--- config.mk ---
export PLATFORM = sky130hd
export DESIGN_NAME = fifo_ctrl
export DESIGN_NICKNAME = d
export VERILOG_FILES = /design/src/rtl/fifo_ctrl.sv
export SDC_FILE = /design/constraint.sdc
export NUM_CORES = 1
export LEC_CHECK = 0
export ABC_AREA = 1
export CORE_UTILIZATION = 46
export CTS_BUF_LIST = sky130_fd_sc_hd__clkbuf_4 sky130_fd_sc_hd__clkbuf_8
export DETAILED_ROUTE_END_ITERATION = 7
export PLACE_DENSITY_LB_ADDON = 0.08
export SKIP_LAST_GASP = 1
export SLEW_MARGIN = 10
export SYNTH_ARGS = -nofsm -noshare
export SYNTH_HDL_FRONTEND = slang
export SYNTH_SLANG_ARGS = --single-unit
--- constraint.sdc ---
create_clock -name clk -period 3.95 [get_ports clk]
set_input_delay 1.185 -clock clk [delete_from_list [all_inputs] [get_ports clk]]
set_output_delay 1.185 -clock clk [all_outputs]
set_load 0.005 [all_outputs]
--- src/rtl/fifo_ctrl.sv ---
// Synchronous FIFO controller: drives an external dual-port memory with a 1-cycle
// registered read and prefetches into a 2-entry output buffer for full-rate streaming.
module fifo_ctrl #(
    parameter int unsigned DEPTH = 4,
    parameter int unsigned WIDTH = 32
) (
    input  logic               clk,
    input  logic               rst_n,
    input  logic               in_valid,
    output logic               in_ready,
    input  logic [WIDTH-1:0]   in_data,
    output logic               out_valid,
    input  logic               out_ready,
    output logic [WIDTH-1:0]   out_data,
    output logic               mem_we,
    output logic [DEPTH-1:0]   mem_waddr,
    output logic [WIDTH-1:0]   mem_wdata,
    output logic [DEPTH-1:0]   mem_raddr,
    input  logic [WIDTH-1:0]   mem_rdata,
    output logic [DEPTH+1:0]   level
);

    localparam int unsigned SLOTS = 2 ** DEPTH;
    localparam int unsigned CNT_W = DEPTH + 1;
    localparam int unsigned LVL_W = DEPTH + 2;

    typedef enum logic [1:0] {
        OQ_EMPTY = 2'd0,
        OQ_ONE   = 2'd1,
        OQ_TWO   = 2'd2
    } oq_state_t;

    oq_state_t        oq_state, oq_next;
    logic [WIDTH-1:0] head_q, tail_q, head_d, tail_d;
    logic [DEPTH-1:0] wr_ptr, rd_ptr;
    logic [CNT_W-1:0] mem_cnt;
    logic             rd_pending;
    logic [1:0]       oq_cnt;
    logic             push, pop, issue;

    assign oq_cnt    = 2'(oq_state);
    assign in_ready  = (mem_cnt != CNT_W'(SLOTS));
    assign out_valid = (oq_state != OQ_EMPTY);
    assign push      = in_valid && in_ready;
    assign pop       = out_valid && out_ready;

    // Only fetch when a buffer slot is guaranteed free by the time the data returns.
    assign issue = (mem_cnt != '0) &&
                   (({1'b0, oq_cnt} + 3'(rd_pending)) <= (3'(pop) + 3'd1));

    assign mem_we    = push;
    assign mem_waddr = wr_ptr;
    assign mem_wdata = in_data;
    assign mem_raddr = rd_ptr;
    assign out_data  = head_q;
    assign level     = LVL_W'(mem_cnt) + LVL_W'(rd_pending) + LVL_W'(oq_cnt);

    // State, pointer and buffer registers
    always_ff @(posedge clk or negedge rst_n) begin
        if (!rst_n) begin
            wr_ptr     <= '0;
            rd_ptr     <= '0;
            mem_cnt    <= '0;
            rd_pending <= 1'b0;
            oq_state   <= OQ_EMPTY;
            head_q     <= '0;
            tail_q     <= '0;
        end else begin
            if (push) begin
                wr_ptr <= wr_ptr + DEPTH'(1);
            end
            if (issue) begin
                rd_ptr <= rd_ptr + DEPTH'(1);
            end
            case ({push, issue})
                2'b10:   mem_cnt <= mem_cnt + CNT_W'(1);
                2'b01:   mem_cnt <= mem_cnt - CNT_W'(1);
                default: mem_cnt <= mem_cnt;
            endcase
            rd_pending <= issue;
            oq_state   <= oq_next;
            head_q     <= head_d;
            tail_q     <= tail_d;
        end
    end

    // Output buffer next state: capture of returning read data and pop from head
    always_comb begin
        oq_next = oq_state;
        head_d  = head_q;
        tail_d  = tail_q;
        case (oq_state)
            OQ_EMPTY: begin
                if (rd_pending) begin
                    head_d  = mem_rdata;
                    oq_next = OQ_ONE;
                end
            end
            OQ_ONE: begin
                if (rd_pending && pop) begin
                    head_d = mem_rdata;
                end else if (rd_pending) begin
                    tail_d  = mem_rdata;
                    oq_next = OQ_TWO;
                end else if (pop) begin
                    oq_next = OQ_EMPTY;
                end
            end
            OQ_TWO: begin
                if (pop) begin
                    head_d = tail_q;
                    if (rd_pending) begin
                        tail_d = mem_rdata;
                    end else begin
                        oq_next = OQ_ONE;
                    end
                end
            end
            default: oq_next = OQ_EMPTY;
        endcase
    end

endmodule

==> summary.md <==
| Metric | Value |
|---|---|
| Synthesis warning total | 0 |
| Die Footprint | 0.009239 mm^2 |
| Buffers & Inverters on Critical Path | 4 |
| Grt ovf | 0 |
| Share of post-route cells with drive strength above 1 | 6.830% |
| Layout-stage area growth over the synthesis result | 24.53% |
| ANT nets after route | 0 |
| Initial antenna violation count | 0 |
| Critical Path Max Stage Delay | 480 ps |
| Clock tree from TritonCTS | built |
| Total global-route track usage | 19.48% |
| R2r worst-path depth | 17 |
| Post-layout min period | 3696 ps |
| Num CTS Buffers | 9 |
| Setup CP Type | in2reg |
| Crit-path leading delay family | adder cells |
| Area of the multi-input gates | 0.001550 mm^2 |
| Data required time at the worst endpoint | 4200 ps |
| Drt total wl | 8278 um |
| Highest net fanout along the worst path | 4 |
| Floorplan die width | 96.12 um |
| Root Buffer Master | sky130_fd_sc_hd__clkbuf_8 |
| Wire length of the first global-routing pass | 13,700 um |
| Num rows | 33 |
| Clock net sink count | 80 |
| Slowest stage cell on the critical path | sky130_fd_sc_hd__clkdlybuf4s50_1 |
| Hold buffer count at CTS | 0 |
| R2R Setup Slk | 900 ps |
| Number of setup violations in the final report | 0 |
| Type of the worst min-delay path | reg2reg |
| Count of vias placed by the detailed router | 3,206 |
| Number of violations of the max-capacitance limit | 0 |
| Number of port buffers | 84 |
| Least-Margin Pin Slew | 991.5 ps |
| PwrDens | 891.6 mW/mm^2 |
| Leakage dissipation | 2.616 nW |
| Min-Delay Startpoint | out_data[23] |
| Core region area | 0.008382 mm^2 |
| Number of global-route vias before repair | 2,946 |
| Antenna diode instance count | 0 |
| FF/Latch Area | 0.002002 mm^2 |
| Sum of negative setup slack | 0 ps |
| Final-report hold violation count | 0 |
| Number of cells traversed by the worst hold path | 2 |
| Netlist Area Pre-Place | 0.004075 mm^2 |
| Data arrival time of the critical path | 3940 ps |
| Setup repair bufs after CTS | 0 |
| Pre-antenna DRT Iters | 4 |
| Post-layout utilization of the core | 60.55% |
| Maximum clock insertion buffer count | 2 |
| Final clock period utilization by the worst path | 93.57% |
| Mean cell area of the mapped netlist | 8.038 um^2 |
| Maximum resistive drop on vdd | 0.0005690 V |
| Violation count after the first detailed-routing iteration | 81 |
| Max H-tree Level | 3 |
| Worst Hold End | out_data[23] |
| Critical path, cell by cell | clkdlybuf4s50_1 > inv_1 > nor2_2 > fa_1 > nor2_1 > a21oi_1 > nand2_1 > nand2_1 > inv_1 > ha_1 > inv_1 > fa_1 > nor2_1 > nor2_1 > nand2_1 > nand2_1 > nand2_1 > nand2_1 |
| Largest net degree at the start of global routing | 81 |
| Average via count per standard cell | 4.743 |
| Max-Slew Margin vs Limit | 33.90% |
| Routability congestion estimate | 0.7572 |
| Post-route worst hold slack | 481.7 ps |
| Fmax | 270.6 MHz |
| Reg-to-reg critical path endpoint | mem_cnt[4] |
| IO Pins | 149 |
| Critical path launch point type | input port |
| Cell variety after synth | 21 |
| Number of storage elements in the synthesis netlist | 80 |
| HPWL after detailed placement | 5605 um |
| Cell Count, Final, Fillers Out | 676 |
| Synthesized Nets | 588 |
| Critical path's most frequent cell | sky130_fd_sc_hd__nand2_1 |
| Nets@finish | 648 |
| Worst reg2reg path startpoint | oq_cnt[1] |
| Effective utilization at floorplan | 48.62% |
| Clock insertion delay at the later pin of the skew report | 350 ps |
| Number of cells upsized or downsized after cts | 0 |
| Post-synthesis sequential area ratio | 49.12% |
| Post-placement cell count | 661 |
| Worst-case clock skew | 13.57 ps |
| Unrepaired setup endpoints after global routing | no |
| Die span in y | 96.12 um |
| Layout filler cell count | 777 |
| Pins over their slew limit | 0 |
| Remaining DRCs | 0 |
| Gate count of the mapped netlist | 507 |
| Avg WL per Cell | 12.25 um |
| Run status | finished clean |
| Register clock-pin slew on the reported worst setup and hold paths | 80 ps |
| Endpoint type of the worst setup path | flop |
layer usage:
metal  up-vias  routed length [um]  share of wire, %  GRT usage (%)
met5         -                   0                 0              0
met4         0                 150               1.8          8.706
met3        19                 511               6.2          4.581
met2        75                3735                45          31.56
met1      1463                3880                47          24.73
li1       1649                   -                 -              -
per-stage QoR:
step                setup WS, ps  cell area (um^2)  total power, mW
floorplan                  425.0              4075            2.845
global placement          -36.22              4835            3.767
detailed placement        -159.2              4835            3.861
CTS                        222.0              5072            4.596
global route               12.95              5075            4.978
finish                     254.1              5075            4.525
cell type report:
class / count / area share [%]
flip-flops and latches: 80 / 39.45
repair buffers: 99 / 18.74
multi-input cells: 323 / 30.55
well taps: 105 / 2.589
clock inverters: 5 / 2.096
clock buffers: 10 / 2.589
inverters: 54 / 3.994
flip-flops by register name, summed over array words and instances (netlist names):
register and flops:
mem_cnt 5, mem_waddr 4, mem_raddr 4, rd_pending 1, oq_cnt 2, out_data 32
tail_q 32
cells in the mapped netlist:
library cell,number,area [um^2]
sky130_fd_sc_hd__buf_2,12,60.06
sky130_fd_sc_hd__nand3_2,1,10.01
sky130_fd_sc_hd__fa_1,4,80.08
sky130_fd_sc_hd__nor2_1,44,165.2
sky130_fd_sc_hd__nor4_1,1,6.260
sky130_fd_sc_hd__o211a_1,1,10.01
sky130_fd_sc_hd__xor2_1,5,43.79
sky130_fd_sc_hd__clkbuf_1,6,22.52
sky130_fd_sc_hd__nand3_1,11,55.05
sky130_fd_sc_hd__o21ai_2,2,17.52
sky130_fd_sc_hd__inv_2,3,11.26
sky130_fd_sc_hd__nand2_2,1,6.260
sky130_fd_sc_hd__ha_1,9,112.6
sky130_fd_sc_hd__a21oi_1,34,170.2
sky130_fd_sc_hd__buf_4,32,240.2
sky130_fd_sc_hd__o21ai_0,40,200.2
sky130_fd_sc_hd__xnor2_1,6,52.55
sky130_fd_sc_hd__o21ai_1,2,10.01
sky130_fd_sc_hd__nand2_1,162,608.1
sky130_fd_sc_hd__inv_1,51,191.4
sky130_fd_sc_hd__dfrtp_1,80,2002
logic make-up (layout without fill, tap and decap cells):
kind of cell / count (synthesis) / count (layout) / synth area share [%]
AO/OA/AOI/OAI: 79 / 79 / 10.01
buffers and inverters: 104 / 168 / 12.90
adder cells (fa/ha/maj): 13 / 13 / 4.728
XOR/XNOR: 11 / 11 / 2.364
AND/OR/NAND/NOR: 220 / 220 / 20.88
flip-flops: 80 / 80 / 49.12
worst register-to-register path, delay by kind of cell, from the launching register on:
kind,cells,cell delay [ps]
AND/OR/NAND/NOR,11,1130
adder cells (fa/ha/maj),3,1100
flip-flops,1,510
buffers and inverters,2,160
AO/OA/AOI/OAI,1,90
layout by cell type (no fill, tap or decap), drive strengths merged:
master | synthesis | routed
nor4 | 1 | 1
ha | 9 | 9
o211a | 1 | 1
nand2 | 163 | 163
clkdlybuf4s50 | 0 | 83
buf | 44 | 16
nor2 | 44 | 44
o21ai | 44 | 44
dfrtp | 80 | 80
clkbuf | 6 | 10
nand3 | 12 | 12
xnor2 | 6 | 6
clkinv | 0 | 1
bufinv | 0 | 3
xor2 | 5 | 5
clkinvlp | 0 | 1
a21oi | 34 | 34
inv | 54 | 54
fa | 4 | 4
worst max-delay path by stage:
| stage | startpoint | end | slack [ps] | cells after the start |
|---|---|---|---|---|
| CTS | out_ready | mem_cnt[4] | 220 | 18 |
| finish | out_ready | mem_cnt[4] | 250 | 18 |
| detailed placement | out_ready | mem_cnt[4] | -160 | 18 |
| global route | out_ready | mem_cnt[4] | 10 | 18 |
| global placement | out_ready | mem_cnt[4] | -40 | 18 |
| floorplan | out_ready | mem_cnt[4] | 430 | 18 |
power by group:
part | internal [mW] | switching, mW | leakage, nW
combinational | 1.14 | 1.20 | 1.56
sequential | 1.24 | 0.237 | 0.936
clock | 0.425 | 0.296 | 0.116
No activity file was read; power rests on OpenSTA's default activity.
